==> src/rtl/reset_sequencer.sv <==
// Reset sequencer: holds every downstream reset domain in reset for a
// minimum period, then releases the domains one at a time in index order,
// waiting for each domain's ready (or a timeout) before stepping to the next.
// A software request in the completed state re-runs the whole sequence.
module reset_sequencer #(
    parameter int   NUM_DOMAINS    = 4,
    parameter int   HOLD_CYCLES    = 16,
    parameter int   STEP_CYCLES    = 8,
    parameter int   TIMEOUT_CYCLES = 256,
    parameter logic RST_POL        = 1'b0
) (
    input  logic                           clk,
    input  logic                           i_rstn,
    input  logic                           i_sw_req,
    input  logic [NUM_DOMAINS-1:0]         i_ready,
    output logic [NUM_DOMAINS-1:0]         o_rst,
    output logic                           o_busy,
    output logic                           o_done,
    output logic [$clog2(NUM_DOMAINS):0]   o_stage,
    output logic [NUM_DOMAINS-1:0]         o_timeout_err
);

    localparam int MAX_HS = (HOLD_CYCLES > STEP_CYCLES) ? HOLD_CYCLES : STEP_CYCLES;
    localparam int MAX_C  = (MAX_HS > TIMEOUT_CYCLES) ? MAX_HS : TIMEOUT_CYCLES;
    localparam int CW     = $clog2(MAX_C + 1);
    localparam int SW     = $clog2(NUM_DOMAINS) + 1;

    typedef enum logic [1:0] {
        S_HOLD,
        S_WAIT_RDY,
        S_STEP,
        S_RUN
    } state_t;

    state_t                 state_q;
    logic [CW-1:0]          cnt_q;
    logic [NUM_DOMAINS-1:0] rst_q;
    logic                   busy_q;
    logic                   done_q;
    logic [SW-1:0]          stage_q;
    logic [NUM_DOMAINS-1:0] err_q;

    // One-hot select of the domain currently being waited on, and the next one.
    logic [NUM_DOMAINS-1:0] cur_mask;
    logic [NUM_DOMAINS-1:0] nxt_mask;
    logic                   rdy_sel;
    logic                   timeout_hit;
    logic                   last_dom;

    assign cur_mask    = NUM_DOMAINS'(1) << stage_q;
    assign nxt_mask    = NUM_DOMAINS'(1) << (stage_q + SW'(1));
    assign rdy_sel     = |(i_ready & cur_mask);
    assign last_dom    = (stage_q == SW'(NUM_DOMAINS - 1));
    // Ready wins over a timeout that expires on the same edge.
    assign timeout_hit = (TIMEOUT_CYCLES > 0) && !rdy_sel &&
                         (cnt_q == CW'(TIMEOUT_CYCLES - 1));

    // Drive the selected reset bits to their released level, leaving others alone.
    function automatic logic [NUM_DOMAINS-1:0] release_bits(
        input logic [NUM_DOMAINS-1:0] cur,
        input logic [NUM_DOMAINS-1:0] m
    );
        return RST_POL ? (cur & ~m) : (cur | m);
    endfunction

    // Sequencer FSM with registered outputs; i_rstn overrides every state.
    always_ff @(posedge clk) begin
        if (!i_rstn) begin
            state_q <= S_HOLD;
            cnt_q   <= '0;
            rst_q   <= {NUM_DOMAINS{RST_POL}};
            busy_q  <= 1'b1;
            done_q  <= 1'b0;
            stage_q <= '0;
            err_q   <= '0;
        end else begin
            case (state_q)
                S_HOLD: begin
                    if (cnt_q == CW'(HOLD_CYCLES - 1)) begin
                        cnt_q   <= '0;
                        rst_q   <= release_bits(rst_q, NUM_DOMAINS'(1));
                        state_q <= S_WAIT_RDY;
                    end else begin
                        cnt_q <= cnt_q + CW'(1);
                    end
                end
                S_WAIT_RDY: begin
                    if (rdy_sel || timeout_hit) begin
                        cnt_q <= '0;
                        if (timeout_hit) begin
                            err_q <= err_q | cur_mask;
                        end
                        if (last_dom) begin
                            state_q <= S_RUN;
                            busy_q  <= 1'b0;
                            done_q  <= 1'b1;
                            stage_q <= SW'(NUM_DOMAINS);
                            rst_q   <= {NUM_DOMAINS{~RST_POL}};
                        end else begin
                            state_q <= S_STEP;
                        end
                    end else if (TIMEOUT_CYCLES > 0) begin
                        // With no timeout the counter stays parked so it can never wrap.
                        cnt_q <= cnt_q + CW'(1);
                    end
                end
                S_STEP: begin
                    if (cnt_q == CW'(STEP_CYCLES - 1)) begin
                        cnt_q   <= '0;
                        rst_q   <= release_bits(rst_q, nxt_mask);
                        stage_q <= stage_q + SW'(1);
                        state_q <= S_WAIT_RDY;
                    end else begin
                        cnt_q <= cnt_q + CW'(1);
                    end
                end
                S_RUN: begin
                    if (i_sw_req) begin
                        state_q <= S_HOLD;
                        cnt_q   <= '0;
                        rst_q   <= {NUM_DOMAINS{RST_POL}};
                        busy_q  <= 1'b1;
                        done_q  <= 1'b0;
                        stage_q <= '0;
                        err_q   <= '0;
                    end
                end
                default: begin
                    state_q <= S_HOLD;
                    cnt_q   <= '0;
                end
            endcase
        end
    end

    assign o_rst         = rst_q;
    assign o_busy        = busy_q;
    assign o_done        = done_q;
    assign o_stage       = stage_q;
    assign o_timeout_err = err_q;

endmodule

==> config.mk <==
export PLATFORM = sky130hd
export DESIGN_NAME = reset_sequencer
export DESIGN_NICKNAME = d
export VERILOG_FILES = /design/src/rtl/reset_sequencer.sv
export SDC_FILE = /design/constraint.sdc
export NUM_CORES = 1
export LEC_CHECK = 0
export ABC_AREA = 1
export CAP_MARGIN = 20
export CORE_ASPECT_RATIO = 0.6
export CORE_MARGIN = 2
export CORE_UTILIZATION = 58
export CTS_CLUSTER_DIAMETER = 100
export DETAILED_ROUTE_END_ITERATION = 7
export PLACE_DENSITY = 0.92
export SYNTH_ARGS = -nofsm -noshare
export SYNTH_HDL_FRONTEND = slang
export SYNTH_SLANG_ARGS = --single-unit
==> constraint.sdc <==
create_clock -name clk -period 3.58 [get_ports clk]
set_clock_uncertainty 0.2 [all_clocks]
set_input_delay 0.358 -clock clk [delete_from_list [all_inputs] [get_ports clk]]
set_output_delay 0.358 -clock clk [all_outputs]
set_load 0.05 [all_outputs]
==> summary.json, run 1 <==
{
  "status": "finished clean",
  "path_cells": "ha_1 > nand2_1 > nor3b_1 > nand2_1 > nor2_1 > ha_1 > nor2_8 > a21oi_4 > nand2_2 > o21ai_0 > inv_1",
  "vdd.ir_drop.worst_mv": 0.387,
  "combinationalPowerShare": 0.513,
  "critical_path.max_fanout": 8,
  "remaining_drc_errors": 0,
  "grt_usage": 0.201,
  "end_kind": "register",
  "grt_pass1_vias": 1058,
  "cts_root_buf": "sky130_fd_sc_hd__clkbuf_8",
  "grt_overflow": 0,
  "clock.fmax_ghz": 0.436,
  "maxCapViolations": 0,
  "p_sw_frac": 0.462,
  "wl_met2_um": 1120,
  "syn_area_mm2": 0.00149,
  "layout.cells.most_common_list": "sky130_fd_sc_hd__nand2_1 (32), sky130_fd_sc_hd__inv_1 (30), sky130_fd_sc_hd__nor2_1 (25)",
  "synth-warning-count": 0,
  "nFillCells": 204,
  "worst_ep_required_time_ps": 3550,
  "finalSetupViolCount": 0,
  "postSynth.topFlopCell": "sky130_fd_sc_hd__dfxtp_1",
  "cpLargestDelayFamily": "simple AND/OR/NAND/NOR gates",
  "total_leakage_power_uw": 0.000752,
  "buffer_ports.inserted": 19,
  "antenna_found_initial": 0,
  "clock_power_share": 0.160,
  "num_antenna_cells": 0,
  "clock_insertion_delay_worst_skew_ps": 270,
  "timing.critical_path.from_type": "register",
  "synth_async_sr_flop_share": 0,
  "critical-path-max-stage-delay_ps": 370,
  "synth_enable_flop_cells": 0,
  "clock_path_buffers": 2,
  "post-cts-setup-buffer-count": 0,
  "drt-vias-per-instance": 4.86,
  "final_common_cell": "sky130_fd_sc_hd__nand2_1",
  "grt_max_degree": 14,
  "initial_utilization": 0.601,
  "yosysUniqueCellTypes": 32,
  "weighted_congestion_reported_at_the_end_of_routability_driven_placement": 0.821,
  "rsz0062_at_grt": "false",
  "share_of_the_clock_period_used_by_the_worst_path": 0.640,
  "avgSynthCellArea_um2": 7.54,
  "switching_power_summed_over_all_nets_uw": 528,
  "uppermost_layer_routed": "met4",
  "detailed_place_hpwl_um": 2150,
  "finalWorstSetupSlack_ps": 1290,
  "hold_class": "register to register",
  "final_nets": 237,
  "ctsResizeCount": 0,
  "synth_seq_area_share": 0.324,
  "netlist_instances": 197,
  "wl_met1_um": 1480,
  "ioPinCount": 20,
  "pre_cts_slack_ps": 1300,
  "wire_per_inst_um": 11.1,
  "first_drt_pass_iteration_count": 4,
  "cp-startpoint": "cnt_q[0]$_SDFFE_PN0P_",
  "area_growth_syn_to_layout_pct": 17.5,
  "critical_path.n_buffers_inverters": 1,
  "grt_pass1_wl_um": 4730,
  "setup_total_negative_slack_ps": 0,
  "cts_tree": "done",
  "hold_viol": 0,
  "worst-endpoint-arrival_ps": 2260,
  "numCtsBuffers": 3,
  "route.met3.wl_um": 149,
  "drt-total-wl_um": 2770,
  "htree_levels": 1,
  "syn_nets": 215,
  "synth-seq-cells": 24,
  "intPower_uw": 615,
  "seq_power_share": 0.326,
  "drtAntennaViolNets": 0,
  "min-delay-start": "o_timeout_err[3]$_SDFFE_PN0P_",
  "die_x_um": 69.3,
  "route.vias.total": 1216,
  "die_area_mm2": 0.00299,
  "die_height_um": 43.2,
  "hold_buffers_post_cts": 0,
  "power_per_cell_area_mw_per_mm2": 655,
  "report.final.slew_viol_count": 0,
  "initialDrtViolationCount": 73,
  "core_region_area_mm2": 0.00247,
  "timing.final.crit_period_ps": 2290,
  "regToRegStartpoint": "cnt_q[0]$_SDFFE_PN0P_",
  "cts_num_sinks": 24,
  "clock_slew_at_the_register_clock_pins_of_the_worst_setup_and_hold_paths_ps": 80,
  "critPathKind": "register to register",
  "drive_gt1_frac": 0.165,
  "tightest_slew_ps": 558,
  "headroom_to_the_max_slew_limit": 0.627,
  "rows": 14,
  "timing.critical_path.slowest_stage_cell": "sky130_fd_sc_hd__dfxtp_1"
}
==> stage by stage <==
stage                     instance area (um2)  total power [uW]  hold slack, ps  instances   util
final                                    1750              1140             251        250  0.707
after global placement                   1690               949             236        246  0.684
after detailed placement                 1690               961             239        246  0.684
after CTS                                1750              1150             252        250  0.707
after global routing                     1750              1230             277        250  0.707
after floorplan                          1490               847             261        197      -
==> cell usage after synthesis, types with 2 or more instances <==
library cell | count | area share
sky130_fd_sc_hd__nor2_8 | 2 | 0.027
sky130_fd_sc_hd__inv_2 | 2 | 0.0051
sky130_fd_sc_hd__xor2_1 | 5 | 0.029
sky130_fd_sc_hd__nand2_1 | 32 | 0.081
sky130_fd_sc_hd__nor3_2 | 2 | 0.013
sky130_fd_sc_hd__nand2_2 | 6 | 0.025
sky130_fd_sc_hd__nand2_4 | 2 | 0.015
sky130_fd_sc_hd__o21ai_0 | 5 | 0.017
sky130_fd_sc_hd__inv_1 | 30 | 0.076
sky130_fd_sc_hd__or2_2 | 2 | 0.0084
sky130_fd_sc_hd__nor2_1 | 25 | 0.063
sky130_fd_sc_hd__a21oi_2 | 2 | 0.012
sky130_fd_sc_hd__nor2_2 | 7 | 0.029
sky130_fd_sc_hd__dfxtp_1 | 24 | 0.32
sky130_fd_sc_hd__ha_1 | 11 | 0.093
sky130_fd_sc_hd__nand3_1 | 13 | 0.044
sky130_fd_sc_hd__a21oi_1 | 11 | 0.037
sky130_fd_sc_hd__nor2_4 | 2 | 0.015
==> cells by family (layout without fill, tap and decap cells) <==
family	Yosys count	in the layout	share of synthesized area
AO/OA/AOI/OAI	21	21	0.0859
multiplexers	1	1	0.00674
XOR/XNOR	5	5	0.0295
buffers and inverters	36	57	0.104
adder cells (fa/ha/maj)	11	11	0.0927
flip-flops	24	24	0.324
AND/OR/NAND/NOR	99	99	0.357
==> worst register-to-register path, cell delays in order, from the launching register on <==
cell                      delay (ps)
sky130_fd_sc_hd__dfxtp_1         370
sky130_fd_sc_hd__ha_1            180
sky130_fd_sc_hd__nand2_1         100
sky130_fd_sc_hd__nor3b_1         280
sky130_fd_sc_hd__nand2_1          80
sky130_fd_sc_hd__nor2_1           90
sky130_fd_sc_hd__ha_1            260
sky130_fd_sc_hd__nor2_8           70
sky130_fd_sc_hd__a21oi_4         240
sky130_fd_sc_hd__nand2_2         110
sky130_fd_sc_hd__o21ai_0         150
sky130_fd_sc_hd__inv_1            50
==> cell type report <==
| cell class | instances | area, um2 | share of cell area |
|---|---|---|---|
| Multi-Input combinational cell | 137 | 850 | 0.487 |
| Tap cell | 32 | 40.0 | 0.0229 |
| Sequential cell | 24 | 480 | 0.275 |
| Timing Repair Buffer | 19 | 190 | 0.109 |
| Inverter | 34 | 130 | 0.0746 |
| Clock buffer | 4 | 55.1 | 0.0315 |
==> state kept, by name, indices dropped and copies added, names as in the netlist <==
signal	flops
o_rst	4
o_busy	1
o_stage	3
cnt_q	9
o_timeout_err	4
state_q	2
o_done	1
==> worst paths after layout <==
check                                  endpoint  slack (ps)  depth (start not counted)
setup / recovery        state_q[1]$_SDFFE_PN0P_        1290                         11
hold / removal    o_timeout_err[3]$_SDFFE_PN0P_         250                          2
setup reg to reg        state_q[1]$_SDFFE_PN0P_        1290                         11
hold reg to reg   o_timeout_err[3]$_SDFFE_PN0P_         250                          2
==> per-layer routing <==
metal,global-route usage,up-vias
met5,0,-
met4,0.0471,0
met3,0.0618,4
met2,0.277,28
met1,0.300,536
li1,-,648
==> power by group through the flow <==
| stage | clock (uW) | combinational [uW] | sequential [uW] |
|---|---|---|---|
| 2_1_floorplan | 0 | 398 | 448 |
| 3_3_place_gp | 0 | 571 | 377 |
| 3_5_place_dp | 0 | 582 | 379 |
| 4_1_cts | 189 | 589 | 373 |
| 5_1_grt | 202 | 651 | 380 |
| 6_report | 183 | 587 | 373 |
No activity file was read; power rests on OpenSTA's default activity.
==> run 2: changes to the inputs <==
--- a/config.mk
+++ b/config.mk
@@ -9,10 +9,10 @@
 export CAP_MARGIN = 20
 export CORE_ASPECT_RATIO = 0.6
 export CORE_MARGIN = 2
-export CORE_UTILIZATION = 58
+export CORE_UTILIZATION = 54
 export CTS_CLUSTER_DIAMETER = 100
 export DETAILED_ROUTE_END_ITERATION = 7
-export PLACE_DENSITY = 0.92
+export PLACE_DENSITY = 0.87
 export SYNTH_ARGS = -nofsm -noshare
 export SYNTH_HDL_FRONTEND = slang
 export SYNTH_SLANG_ARGS = --single-unit
==> constraint.sdc (replaced) <==
create_clock -name clk -period 2.2 [get_ports clk]
set_clock_uncertainty 0.2 [all_clocks]
set_input_delay 0.22 -clock clk [delete_from_list [all_inputs] [get_ports clk]]
set_output_delay 0.22 -clock clk [all_outputs]
set_load 0.05 [all_outputs]
==> run 2 against run 1 <==
Against the previous run:
- critical path depth did not move
- clock power rose by 40%
- power rose by 62%
- wire length rose by 7.7%
- sequential power rose by 65%
- non-clock buffer count rose by 3
- setup slack got worse by 1200 ps
- register-to-register slack got worse by 1200 ps
- critical endpoint unchanged
- highest routed layer unchanged
==> summary.json, run 2 (same netlist as run 1, synthesis figures left out) <==
{
  "clock_insertion_delay_worst_skew_ps": 270,
  "first_drt_pass_iteration_count": 4,
  "grt_overflow": 0,
  "die_height_um": 44.6,
  "weighted_congestion_reported_at_the_end_of_routability_driven_placement": 0.851,
  "rr_endpoint": "state_q[1]$_SDFFE_PN0P_",
  "initialDrtViolationCount": 67,
  "vdd.ir_drop.worst_mv": 0.672,
  "grt_usage": 0.212,
  "end_kind": "register",
  "drt-vias-per-instance": 4.94,
  "total_leakage_power_uw": 0.000761,
  "final_common_cell": "sky130_fd_sc_hd__nand2_1",
  "grt_pass1_wl_um": 5130,
  "worst-r2r-setup-slack_ps": 90,
  "grt_pass1_vias": 1117,
  "die_area_mm2": 0.00320,
  "post-layout-total-power_uw": 1860,
  "critical_path.max_fanout": 4,
  "final_nets": 241,
  "route.vias.total": 1249,
  "report.final.slew_viol_count": 0,
  "multi_input_area_um2": 867,
  "largest_register_ffs": 9,
  "cts_root_buf": "sky130_fd_sc_hd__clkbuf_8",
  "rows": 14,
  "switching_power_summed_over_all_nets_uw": 876,
  "worst_ep_required_time_ps": 2160,
  "timing.hold.worst_path_depth": 2,
  "timing.critical_path.slowest_stage_cell": "sky130_fd_sc_hd__dfxtp_2",
  "nFillCells": 212,
  "initial_utilization": 0.581,
  "clock.fmax_ghz": 0.474,
  "worst-endpoint-arrival_ps": 2070,
  "area_growth_syn_to_layout_pct": 19.5,
  "power_per_cell_area_mw_per_mm2": 1050,
  "combinationalPowerShare": 0.531,
  "clock_path_buffers": 2,
  "finalSetupViolCount": 0,
  "seq_power_share": 0.331,
  "rsz0062_at_grt": "true",
  "register_area_um2": 484,
  "detailed_place_hpwl_um": 2230,
  "path_cells": "ha_1 > nand2_1 > nor3b_2 > nand2_1 > nor2_1 > ha_2 > nor2_8 > a21oi_4 > nand2_2 > o21ai_0 > inv_1",
  "registers.top_by_ff_count": "cnt_q",
  "post-cts-setup-buffer-count": 0,
  "critical-path-max-stage-delay_ps": 350,
  "worst_reg2reg_path_length_in_cells": 11,
  "intPower_uw": 980,
  "drt-total-wl_um": 2990,
  "drtAntennaViolNets": 0,
  "headroom_to_the_max_slew_limit": 0.658,
  "critPathKind": "register to register",
  "ioPinCount": 20,
  "cts_tree": "done",
  "share_of_the_clock_period_used_by_the_worst_path": 0.958,
  "post_layout_nonfiller_instances": 253,
  "die_x_um": 71.7,
  "timing.hold.worst_endpoint": "o_timeout_err[3]$_SDFFE_PN0P_",
  "hold_buffers_post_cts": 0,
  "timing.critical_path.from_type": "register",
  "p_sw_frac": 0.472,
  "antenna_found_initial": 0,
  "hold_viol": 0,
  "hold_class": "register to register",
  "buffer_ports.inserted": 19,
  "layout.cells.most_common_list": "sky130_fd_sc_hd__nand2_1 (32), sky130_fd_sc_hd__inv_1 (30), sky130_fd_sc_hd__nor2_1 (25)",
  "timing.final.crit_period_ps": 2110,
  "wire_per_inst_um": 11.8,
  "min-delay-start": "o_timeout_err[3]$_SDFFE_PN0P_",
  "tightest_slew_ps": 512,
  "drive_gt1_frac": 0.199,
  "num_antenna_cells": 0,
  "status": "finished clean",
  "critical_path.most_common_cell": "sky130_fd_sc_hd__nand2_1",
  "remaining_drc_errors": 0,
  "clock_slew_at_the_register_clock_pins_of_the_worst_setup_and_hold_paths_ps": 80,
  "cts_num_sinks": 24,
  "htree_levels": 1,
  "clock_power_share": 0.138,
  "maxCapViolations": 0,
  "regToRegStartpoint": "cnt_q[0]$_SDFFE_PN0P_",
  "grt_max_degree": 13,
  "core_region_area_mm2": 0.00256,
  "dp_cells": 249,
  "numCtsBuffers": 3
}
[run 2: worst max path at each step]
stage / startpoint / to / slack (ps)
after floorplan: o_stage[1]$_SDFFE_PN0P_ / o_rst[3]$_SDFFE_PN0P_ / 40
after global placement: cnt_q[0]$_SDFFE_PN0P_ / o_rst[3]$_SDFFE_PN0P_ / 60
after detailed placement: cnt_q[0]$_SDFFE_PN0P_ / o_rst[3]$_SDFFE_PN0P_ / -7
after CTS: cnt_q[0]$_SDFFE_PN0P_ / o_timeout_err[2]$_SDFFE_PN0P_ / 1
after global routing: cnt_q[0]$_SDFFE_PN0P_ / state_q[1]$_SDFFE_PN0P_ / -50
final: cnt_q[0]$_SDFFE_PN0P_ / state_q[1]$_SDFFE_PN0P_ / 90
[run 2: what timing repair did]
| item | 4_1_cts | 5_1_grt |
|---|---|---|
| resized for setup | 1 | 3 |
| gates cloned | 0 | 1 |
| setup endpoints to repair | 6 | 24 |
| pin swaps | 0 | 5 |
[run 2: layout make-up]
class                           instances  share of cell area
Multi-Input combinational cell        138               0.488
Clock buffer                            3              0.0233
Sequential cell                        24               0.273
Timing Repair Buffer                   22               0.120
Inverter                               34              0.0733
Tap cell                               32              0.0226
[run 2: critical path: cells and delay by family (launching register included)]
| family | cells | cell delay, ps |
|---|---|---|
| buf+inv | 1 | 50 |
| flops | 1 | 350 |
| compound gates | 2 | 360 |
| simple gates | 6 | 620 |
| fa+ha+maj | 2 | 410 |
[run 2: through the flow]
stage	setup WS, ps	area, um2	hold WS, ps	util	TNS [ps]
final	91.6	1780	258	0.694	0
after global routing	-45.7	1780	284	0.694	-84.9
after CTS	1.32	1760	260	0.687	0
after detailed placement	-7.31	1710	248	0.670	-12.2
after global placement	64.6	1710	239	0.670	0
after floorplan	38.1	1490	200	-	0
[run 2: routing by layer]
metal  vias to the layer above  global-route usage  wire [um]
met3                         4              0.0615        202
met2                        39               0.298       1220
met1                       549               0.305       1530
met4                         0              0.0830         42
met5                         -                   0          0
li1                        657                   -          -
[run 2: power groups by stage]
| stage | Combinational [uW] | Clock (uW) | Sequential (uW) |
|---|---|---|---|
| 4_1_cts | 964 | 263 | 608 |
| 3_3_place_gp | 944 | 0 | 614 |
| 5_1_grt | 1090 | 282 | 628 |
| 2_1_floorplan | 648 | 0 | 731 |
| 6_report | 986 | 256 | 614 |
| 3_5_place_dp | 959 | 0 | 617 |
==> run 3: changes to the inputs <==
--- a/config.mk
+++ b/config.mk
@@ -6,7 +6,6 @@
 export NUM_CORES = 1
 export LEC_CHECK = 0
 export ABC_AREA = 1
-export CAP_MARGIN = 20
 export CORE_ASPECT_RATIO = 0.6
 export CORE_MARGIN = 2
 export CORE_UTILIZATION = 54
==> results of run 3 <==
No change in the layout: final DEF, timing and power equal those of run 2.
